### src/rtl/j1_io_pkg.sv
// Shared constants and types for the J1 UART I/O block.
package j1_io_pkg;

  // I/O register addresses.
  localparam logic [15:0] AddrData = 16'h1000;
  localparam logic [15:0] AddrStat = 16'h2000;

  // STAT register bit positions.
  localparam int unsigned StatTxBusy    = 0;
  localparam int unsigned StatRxValid   = 1;
  localparam int unsigned StatRxOverrun = 2;

  // Receive framing states.
  typedef enum logic [1:0] {
    RxIdle,
    RxStart,
    RxData,
    RxStop
  } rx_state_e;

endpackage

### src/rtl/j1_io_fifo.sv
// Small circular FIFO for received bytes. A push into a full FIFO is accepted
// only when a pop happens in the same cycle; otherwise it is dropped.
module j1_io_fifo #(
  parameter int unsigned DEPTH = 4,
  parameter int unsigned WIDTH = 8
) (
  input  logic             clk,
  input  logic             resetq,
  input  logic             push,
  input  logic             pop,
  input  logic [WIDTH-1:0] din,
  output logic             full,
  output logic             empty,
  output logic [WIDTH-1:0] head
);

  localparam int unsigned     PtrW    = (DEPTH > 1) ? $clog2(DEPTH) : 1;
  localparam int unsigned     CntW    = $clog2(DEPTH + 1);
  localparam logic [PtrW-1:0] PtrLast = PtrW'(DEPTH - 1);

  logic [WIDTH-1:0] mem_q [DEPTH];
  logic [PtrW-1:0]  wr_ptr_q, wr_ptr_d;
  logic [PtrW-1:0]  rd_ptr_q, rd_ptr_d;
  logic [CntW-1:0]  cnt_q, cnt_d;
  logic             do_push, do_pop;

  assign empty = (cnt_q == '0);
  assign full  = (cnt_q == CntW'(DEPTH));
  assign head  = mem_q[rd_ptr_q];

  // Pointer and occupancy update; pop is resolved first so a full FIFO can take a push.
  always_comb begin
    do_pop   = pop && !empty;
    do_push  = push && (!full || do_pop);
    wr_ptr_d = wr_ptr_q;
    rd_ptr_d = rd_ptr_q;
    cnt_d    = cnt_q;
    if (do_push) wr_ptr_d = (wr_ptr_q == PtrLast) ? '0 : wr_ptr_q + PtrW'(1);
    if (do_pop)  rd_ptr_d = (rd_ptr_q == PtrLast) ? '0 : rd_ptr_q + PtrW'(1);
    if (do_push && !do_pop)      cnt_d = cnt_q + CntW'(1);
    else if (!do_push && do_pop) cnt_d = cnt_q - CntW'(1);
  end

  // Control state.
  always_ff @(posedge clk) begin
    if (!resetq) begin
      wr_ptr_q <= '0;
      rd_ptr_q <= '0;
      cnt_q    <= '0;
    end else begin
      wr_ptr_q <= wr_ptr_d;
      rd_ptr_q <= rd_ptr_d;
      cnt_q    <= cnt_d;
    end
  end

  // Storage needs no reset: an entry is only visible after it is written.
  always_ff @(posedge clk) begin
    if (do_push) mem_q[wr_ptr_q] <= din;
  end

endmodule

### src/rtl/j1_uart_io.sv
// Memory-mapped UART for the J1 CPU: DATA and STAT registers, 8N1 transmit,
// oversampled receive into a 4-entry FIFO with a sticky overrun flag.
module j1_uart_io
  import j1_io_pkg::*;
#(
  parameter int unsigned CLKS_PER_BIT = 217,
  parameter int unsigned WIDTH        = 16
) (
  input  logic             clk,
  input  logic             resetq,
  input  logic             io_rd,
  input  logic             io_wr,
  input  logic [15:0]      mem_addr,
  input  logic [WIDTH-1:0] dout,
  output logic [WIDTH-1:0] io_din,
  input  logic             uart_rx,
  output logic             uart_tx
);

  localparam int unsigned      BaudW    = $clog2(CLKS_PER_BIT);
  localparam logic [BaudW-1:0] BaudLast = BaudW'(CLKS_PER_BIT - 1);
  localparam logic [BaudW-1:0] BaudHalf = BaudW'(CLKS_PER_BIT / 2);

  // Transmit state.
  logic             tx_busy_q, tx_busy_d;
  logic [9:0]       tx_shift_q, tx_shift_d;
  logic [BaudW-1:0] tx_baud_q, tx_baud_d;
  logic [3:0]       tx_bit_q, tx_bit_d;
  logic             tx_start;

  // Receive state.
  logic             rx_meta_q, rx_sync_q, rx_prev_q;
  rx_state_e        rx_state_q, rx_state_d;
  logic [BaudW-1:0] rx_baud_q, rx_baud_d;
  logic [2:0]       rx_bit_q, rx_bit_d;
  logic [7:0]       rx_shift_q, rx_shift_d;
  logic             rx_push;
  logic             rx_overrun_q, rx_overrun_d;

  logic             data_rd, stat_rd;
  logic             fifo_full, fifo_empty;
  logic [7:0]       fifo_head;
  logic             unused_dout;

  assign unused_dout = ^dout;
  assign data_rd     = io_rd && (mem_addr == AddrData);
  assign stat_rd     = io_rd && (mem_addr == AddrStat);
  assign uart_tx     = tx_busy_q ? tx_shift_q[0] : 1'b1;

  j1_io_fifo #(
    .DEPTH(4),
    .WIDTH(8)
  ) u_rx_fifo (
    .clk   (clk),
    .resetq(resetq),
    .push  (rx_push),
    .pop   (data_rd),
    .din   (rx_shift_q),
    .full  (fifo_full),
    .empty (fifo_empty),
    .head  (fifo_head)
  );

  // Transmitter: shift out {stop, data, start}, one bit per baud period.
  always_comb begin
    tx_start   = io_wr && (mem_addr == AddrData) && !tx_busy_q;
    tx_busy_d  = tx_busy_q;
    tx_shift_d = tx_shift_q;
    tx_baud_d  = tx_baud_q;
    tx_bit_d   = tx_bit_q;
    if (tx_start) begin
      tx_busy_d  = 1'b1;
      tx_shift_d = {1'b1, dout[7:0], 1'b0};
      tx_baud_d  = '0;
      tx_bit_d   = '0;
    end else if (tx_busy_q) begin
      if (tx_baud_q == BaudLast) begin
        tx_baud_d = '0;
        if (tx_bit_q == 4'd9) begin
          tx_busy_d = 1'b0;
        end else begin
          tx_shift_d = {1'b1, tx_shift_q[9:1]};
          tx_bit_d   = tx_bit_q + 4'd1;
        end
      end else begin
        tx_baud_d = tx_baud_q + BaudW'(1);
      end
    end
  end

  // Receiver: the detection cycle counts as the first of the half-bit wait,
  // so every later sample lands mid-bit.
  always_comb begin
    rx_state_d = rx_state_q;
    rx_baud_d  = rx_baud_q;
    rx_bit_d   = rx_bit_q;
    rx_shift_d = rx_shift_q;
    rx_push    = 1'b0;
    unique case (rx_state_q)
      RxIdle: begin
        if (rx_prev_q && !rx_sync_q) begin
          rx_state_d = RxStart;
          rx_baud_d  = BaudW'(1);
        end
      end
      RxStart: begin
        if (rx_baud_q == BaudHalf) begin
          rx_baud_d  = '0;
          rx_bit_d   = '0;
          rx_state_d = rx_sync_q ? RxIdle : RxData;
        end else begin
          rx_baud_d = rx_baud_q + BaudW'(1);
        end
      end
      RxData: begin
        if (rx_baud_q == BaudLast) begin
          rx_baud_d  = '0;
          rx_shift_d = {rx_sync_q, rx_shift_q[7:1]};
          if (rx_bit_q == 3'd7) rx_state_d = RxStop;
          else                  rx_bit_d   = rx_bit_q + 3'd1;
        end else begin
          rx_baud_d = rx_baud_q + BaudW'(1);
        end
      end
      RxStop: begin
        if (rx_baud_q == BaudLast) begin
          rx_baud_d  = '0;
          rx_push    = rx_sync_q;
          rx_state_d = RxIdle;
        end else begin
          rx_baud_d = rx_baud_q + BaudW'(1);
        end
      end
      default: rx_state_d = RxIdle;
    endcase
  end

  // Overrun: a STAT read clears it, a dropped byte in the same cycle sets it again.
  always_comb begin
    rx_overrun_d = rx_overrun_q;
    if (stat_rd) rx_overrun_d = 1'b0;
    if (rx_push && fifo_full && !data_rd) rx_overrun_d = 1'b1;
  end

  // Read mux, purely combinational so the CPU can latch it in the strobe cycle.
  always_comb begin
    io_din = '0;
    if (mem_addr == AddrData) begin
      if (!fifo_empty) io_din[7:0] = fifo_head;
    end else if (mem_addr == AddrStat) begin
      io_din[StatTxBusy]    = tx_busy_q;
      io_din[StatRxValid]   = !fifo_empty;
      io_din[StatRxOverrun] = rx_overrun_q;
    end
  end

  // State registers.
  always_ff @(posedge clk) begin
    if (!resetq) begin
      tx_busy_q    <= 1'b0;
      tx_shift_q   <= '1;
      tx_baud_q    <= '0;
      tx_bit_q     <= '0;
      rx_meta_q    <= 1'b1;
      rx_sync_q    <= 1'b1;
      rx_prev_q    <= 1'b1;
      rx_state_q   <= RxIdle;
      rx_baud_q    <= '0;
      rx_bit_q     <= '0;
      rx_shift_q   <= '0;
      rx_overrun_q <= 1'b0;
    end else begin
      tx_busy_q    <= tx_busy_d;
      tx_shift_q   <= tx_shift_d;
      tx_baud_q    <= tx_baud_d;
      tx_bit_q     <= tx_bit_d;
      rx_meta_q    <= uart_rx;
      rx_sync_q    <= rx_meta_q;
      rx_prev_q    <= rx_sync_q;
      rx_state_q   <= rx_state_d;
      rx_baud_q    <= rx_baud_d;
      rx_bit_q     <= rx_bit_d;
      rx_shift_q   <= rx_shift_d;
      rx_overrun_q <= rx_overrun_d;
    end
  end

endmodule

### config.mk
export PLATFORM = sky130hd
export DESIGN_NAME = j1_uart_io
export DESIGN_NICKNAME = d
export VERILOG_FILES = /design/src/rtl/j1_io_pkg.sv /design/src/rtl/j1_io_fifo.sv /design/src/rtl/j1_uart_io.sv
export SDC_FILE = /design/constraint.sdc
export NUM_CORES = 1
export LEC_CHECK = 0
export ABC_AREA = 0
export CAP_MARGIN = 20
export CORE_UTILIZATION = 55
export CTS_CLUSTER_SIZE = 16
export DETAILED_ROUTE_END_ITERATION = 10
export MAX_ROUTING_LAYER = met4
export PLACE_DENSITY = 0.79
export SLEW_MARGIN = 10
export SYNTH_ARGS = -nofsm -noshare
export SYNTH_HDL_FRONTEND = slang
export SYNTH_SLANG_ARGS = --single-unit
export TNS_END_PERCENT = 30
### constraint.sdc
create_clock -name clk -period 3.47 [get_ports clk]
set_input_delay 0.347 -clock clk [delete_from_list [all_inputs] [get_ports clk]]
set_output_delay 0.347 -clock clk [all_outputs]
set_load 0.01 [all_outputs]
# Yosys cells after proc, flatten, opt, wreduce, memory -nomap -nowiden
# Memories as Yosys holds them, arrays and structs flattened. A register that Yosys moved wholly into a read port is not among the register bits.
# Cells that the tools add are included.
[totals]
ff_bits = 54
ramBits = 32
in_bits = 37
output_inout_bits = 17
memories = 1
[classes]
add_sub_neg = 8
n_eq_ne = 20
mux = 41
n_bitwise = 2
n_reduce_logical = 33
[mem_list]
columns = ["memory", "words", "word_bits", "rd", "rd_ports_with_merged_regs", "wr", "line_no", "rtl"]
rows = [
  ["u_rx_fifo.mem_q", 4, 8, 1, 1, 1, "j1_io_fifo.sv:21", "logic [WIDTH-1:0] mem_q [DEPTH];"],
]
[ops]
columns = ["cell", "count"]
rows = [
  ["two-way mux 8 bit", 5],
  ["two-way mux 9 bit", 4],
  ["case mux 8 bit (3 select lines)", 1],
  ["two-way mux 3 bit", 7],
  ["two-way mux 2 bit", 10],
  ["adder 8 x 1 -> 8 bit, second input constant", 2],
  ["== test 16 x 13 -> 1 bit, second input constant", 1],
  ["== test 16 x 14 -> 1 bit, second input constant", 1],
  ["== test 8 bit, second input constant", 2],
  ["!= test 2 bit, second input constant", 7],
  ["logical AND 1 bit", 11],
  ["two-way mux 1 bit", 11],
  ["nonzero test 2 bit", 5],
  ["== test 2 bit, second input constant", 4],
  ["== test 8 x 7 -> 1 bit, second input constant", 1],
  ["case mux 2 bit (4 select lines)", 1],
  ["logical NOT 1 bit", 7],
  ["adder 3 x 1 -> 3 bit, second input constant", 2],
  ["== test 3 bit, second input constant", 2],
  ["case mux 3 bit (2 select lines)", 1],
  ["AND reduction 3 bit", 2],
  ["two-way mux 5 bit", 1],
  ["AND reduction 5 bit", 1],
  ["adder 2 x 1 -> 2 bit, second input constant", 2],
  ["11 further kinds", 13],
]

# Longest topological paths before layout
[depth]
ltp_word = 9
mapped_depth = 12

# Modules after synthesis
# A second synthesis with hierarchy kept.
[hier_totals]
cells_unflattened = 387
area_unflattened_um2 = 4235.3
[by_module_without_submodules]
columns = ["mod", "n_inst", "cells_per_inst", "area_each_um2", "seq_area_each_um2"]
rows = [
  ["j1_uart_io", 1, 294, 2582.5, 940.9],
  ["j1_io_fifo", 1, 93, 1652.8, 1141.1],
]

# Least setup slack after synthesis
# Ideal clock, no wire load.
[synth_path]
path_type = "input port to flip-flop"
from = "input port mem_addr[1]"
to = "register u_rx_fifo.cnt_q[2]"
setup_time_ps = 70
arrival_time_ps = 3016
required_time_ps = 3400
path_slack_ps = 383
cell_stages = 10
cell_sequence = "or4_1 > or4_1 > buf_6 > a31oi_4 > ha_1 > inv_1 > fa_1 > xor2_1 > or3_1 > a21oi_1"
[synth_between]
elab_chain_len = 8
word_cells_on_any_way = 11
classes_between = "eq/ne (1); mux (1); reduce/logical (9)"
[synth_lines]
columns = ["item", "line_no", "rtl"]
rows = [
  ["start: declaration", "j1_uart_io.sv:13", "input logic [15:0] mem_addr,"],
  ["== test 16 x 13 -> 1 bit (*)", "j1_uart_io.sv:46", "assign data_rd = io_rd && (mem_addr == AddrData);"],
  ["logical AND 1 bit (*)", "j1_uart_io.sv:46", ""],
  ["logical AND 1 bit (*)", "j1_io_fifo.sv:33", "do_pop = pop && !empty;"],
  ["logical OR 1 bit (*)", "j1_io_fifo.sv:34", "do_push = push && (!full || do_pop);"],
  ["logical AND 1 bit (*)", "j1_io_fifo.sv:34", ""],
  ["via u_rx_fifo.do_push", "j1_io_fifo.sv:25", "logic do_push, do_pop;"],
  ["logical NOT 1 bit", "j1_io_fifo.sv:41", "else if (!do_push && do_pop) cnt_d = cnt_q - CntW'(1);"],
  ["logical AND 1 bit", "j1_io_fifo.sv:41", ""],
  ["nonzero test 2 bit (no source line)", "n/a", ""],
  ["end signal: assignment", "j1_io_fifo.sv:53", "cnt_q <= cnt_d;"],
  ["end: declaration", "j1_io_fifo.sv:24", "logic [CntW-1:0] cnt_q, cnt_d;"],
]
# The timed path passes the listed nets; every way through them passes the cells marked *.
# A chain may end at the register's enable or synchronous reset.

# Worst setup path after layout
[layout_path]
from = "input port mem_addr[1]"
to = "output port io_din[3]"
[layout_between]
elab_chain_len = 2
[layout_lines]
columns = ["item", "line_no", "rtl"]
rows = [
  ["== test 16 x 13 -> 1 bit", "j1_uart_io.sv:148", "if (mem_addr == AddrData) begin"],
  ["two-way mux 5 bit", "j1_uart_io.sv:148", ""],
  ["end: declaration", "j1_uart_io.sv:15", "output logic [WIDTH-1:0] io_din,"],
]
# Every way passes these cells.

==> results.md <==
- Initial antenna violation count: 0
- Final min period: 3.197 ns
- Worst rel slew slack: 0.4583
- CP cell instances: clkdlybuf4s50_1 -> or4_1 -> buf_4 -> nor4_2 -> buf_4 -> and3_1 -> clkdlybuf4s50_1
- FF+latch count, synth: 88
- Area share of the largest cell type after synthesis: 0.2737
- Count leader, synth: dfxtp_1
- Clock Skew: 0.01343 ns
- Worst reg2reg path depth: 11
- Min-delay worst type: flip-flop to flip-flop
- Slowest CP cell: clkdlybuf4s50_1
- IR drop worst, VDD: 201.8 uV
- Post-synth EDFFs: 32
- Max Fclk: about 310 MHz
- Fraction of registers with async set/reset: 0
- Num CTS Buffers: 9
- Pleak: 1.688 nW
- PostCTS Resize Cnt: 0
- Setup TNS Final: 0 ns
- Worst-margin pin slew: 0.8117 ns
- Synth Cell Area: ~0.004 mm^2
- Vias per inst: 5.663
- Reg2Reg Capture Point: u_rx_fifo.cnt_q[2]$_SDFFE_PN0P_
- Final cell count without fillers: approximately 520
- Net count, final: 470
- Die H: 88.30 um
- Critical Path End Type: primary output
- Ys Warns: 0
- Worst Hold Launch: rx_meta_q$_SDFF_PN1_
- Pre-CTS setup slack: 0.0008151 ns
- Core area: 0.007214 mm^2
- Post-synth top area cell: dfxtp_1
- Fin area: about 0.0048 mm^2
- Dpl cell area: 0.004559 mm^2
- Clk root buf: clkbuf_8
- Hold path depth: 1
- CP Buf/Inv Count: 4
- Largest net degree at the start of global routing: 25
- IO Pins: 54
- Crit share post-route: 0.9214
- Synth top area cells: dfxtp_1 27%, edfxtp_1 23%, mux2i_1 4.9%
- WHS Endpoint: rx_sync_q$_SDFF_PN1_
- RSZ-0062 raised after global routing: no
- Vias in the first global route: 2895
- Startpoint Class: input port
- Hold slack: ~0.43 ns
- Final setup vio count: 0
- TritonRoute pass-1 iters: 4
- Initial core utilization: 0.5678
- Worst Path Max Fanout: 5
- Inst Count DP: 506
- Worst-Skew Late Latency: 0.36 ns
- CP Class: input port to primary output
- Share of cells above drive strength 1: 0.1040
- Setup ws final: 0.2726 ns
- Cells after Synth: 380
- Area grow syn2layout: 16.40%
- Yosys cell types: 58
- DPL Wire Length: 5.551 mm
- Total GRT Usage: 0.2329
- Pwr Density: between 300 and 400 mW/mm^2
- Row Count: 31
- Worst reg2reg path startpoint: rx_baud_q[0]$_SDFFE_PN0N_
- Hold_buf cts: 0
- Die area: 0.007797 mm^2
- RePlAce Congestion: 0.8513
- Final Max Slew Viols: 0
- Drt total wl: 8.154 mm
- Critical path required time: 3.12 ns
- Most frequent cells after synthesis: 56 x dfxtp_1, 34 x nor2_1, 32 x edfxtp_1, 21 x nand2_1, 20 x mux2i_1
- Detail Route Antenna Nets: 0
- Crit-path leading delay family: buffers and inverters
- # H-tree levels: 3
- Final hold violation count: 0
- Outcome: completed
- Vias post-DR: 2956
- PortBufs: 37
- Grt ovf: 0
- Post-CTS setup buffers: 0
- Initial DRC Count: 104
- Post-synthesis sequential area ratio: 0.5082
- Mapped Avg Cell Area: 10.78 um^2
- Global-route wire length before repair: 13.28 mm
- Avg WL per Cell: 15.62 um
- Top FF cell, synth: dfxtp_1
- Setup slack, reg-to-reg: around 0.73 ns
- CTS tree: done
- Clock sinks: slightly below 90
- Clk slew on worst S/H paths: around 0.080 ns
- Clock buffer depth: 2
- Max incr delay on CP: 0.57 ns
- DRC viols: 0
- Max Cap Violations: 0
- Die W: 88.30 um
- Arr. time, crit path: between 2 and 3 ns
- Antenna cells: 0
==> cells in the final DEF, fill, tap and decap left out, types with 3 or more instances in the layout <==
cell type,instances
a22o_1,3
a22oi_1,6
a211oi_1,3
and2_1,7
a21oi_1,18
mux2i_1,20
mux4_2,8
nand3_1,17
and4b_1,3
or4b_2,3
edfxtp_1,32
ha_1,14
clkdlybuf4s50_1,37
nor2_1,34
o21ai_0,7
dfxtp_1,56
nor2b_1,4
nand4_1,7
buf_4,11
or3_1,4
and3_1,10
clkbuf_8,9
xor2_1,7
nand2_1,21
inv_1,14
or4_1,4
xnor2_1,3
nor3_1,3
nand2b_1,6
o22ai_1,4
conb_1,8
==> how the worst max path moves through the flow <==
| stage | cells after the start | endpoint | start |
|---|---|---|---|
| after floorplan | 10 | u_rx_fifo.cnt_q[2]$_SDFFE_PN0P_ | mem_addr[1] |
| after CTS | 7 | io_din[3] | mem_addr[1] |
| final | 7 | io_din[3] | mem_addr[1] |
| after global placement | 10 | u_rx_fifo.cnt_q[2]$_SDFFE_PN0P_ | mem_addr[5] |
| after detailed placement | 10 | u_rx_fifo.cnt_q[2]$_SDFFE_PN0P_ | mem_addr[1] |
| after global routing | 7 | io_din[3] | mem_addr[1] |
==> registers in the layout (all words and copies together) (netlist names), 3 cells and up, named ones only <==
name             cells
rx_baud_q            8
rx_bit_q             3
tx_baud_q            8
u_rx_fifo.mem_q     32
u_rx_fifo.cnt_q      3
tx_bit_q             4
rx_shift_q           8
tx_shift_q           9
==> through the flow <==
step           power, mW  utilization
2_1_floorplan      1.131            -
3_3_place_gp       1.167       0.6320
3_5_place_dp       1.169       0.6320
4_1_cts            1.896       0.6609
5_1_grt            1.947       0.6609
6_report           1.882       0.6609
==> report_power, final <==
group	internal, mW	leakage, nW	switching [mW]
Combinational	0.0409	0.839	0.0381
Sequential	1.06	0.749	0.00385
Clock	0.348	0.100	0.388
==> worst register-to-register path: stages, from the launching register on <==
cell and delay (ns):
dfxtp_1 0.35, inv_1 0.09, ha_1 0.17, and4b_1 0.37, nand4_1 0.21, a31oi_4 0.21, ha_1 0.20, inv_1 0.06
fa_1 0.37, xor2_1 0.18, or3_1 0.31, a21oi_1 0.15
==> layer usage <==
metal / global-route usage / share of wire
met1: 0.2938 / 0.45
met2: 0.3615 / 0.48
met3: 0.04291 / 0.049
met4: 0.1144 / 0.022
met5: - / 0
==> area by class of cell <==
type,instances,area [um^2]
clock buffers,9,123.9
clock inverters,7,85.08
fillers,566,2446
inverters,14,52.55
multi-input cells,257,1848
flip-flops and latches,88,2082
well taps,99,123.9
repair buffers,48,452.9
==> cell families after synthesis <==
| logic type | count (synthesis) | share of synthesized area |
|---|---|---|
| compound gates | 59 | 0.09621 |
| xor+xnor | 10 | 0.02138 |
| buf+inv | 42 | 0.04856 |
| flops | 88 | 0.5082 |
| simple gates | 137 | 0.1842 |
| other cells | 1 | 0.0009154 |
| fa+ha+maj | 15 | 0.04765 |
| mux | 28 | 0.09285 |
Note: power is estimated with default switching activity, not from simulation.
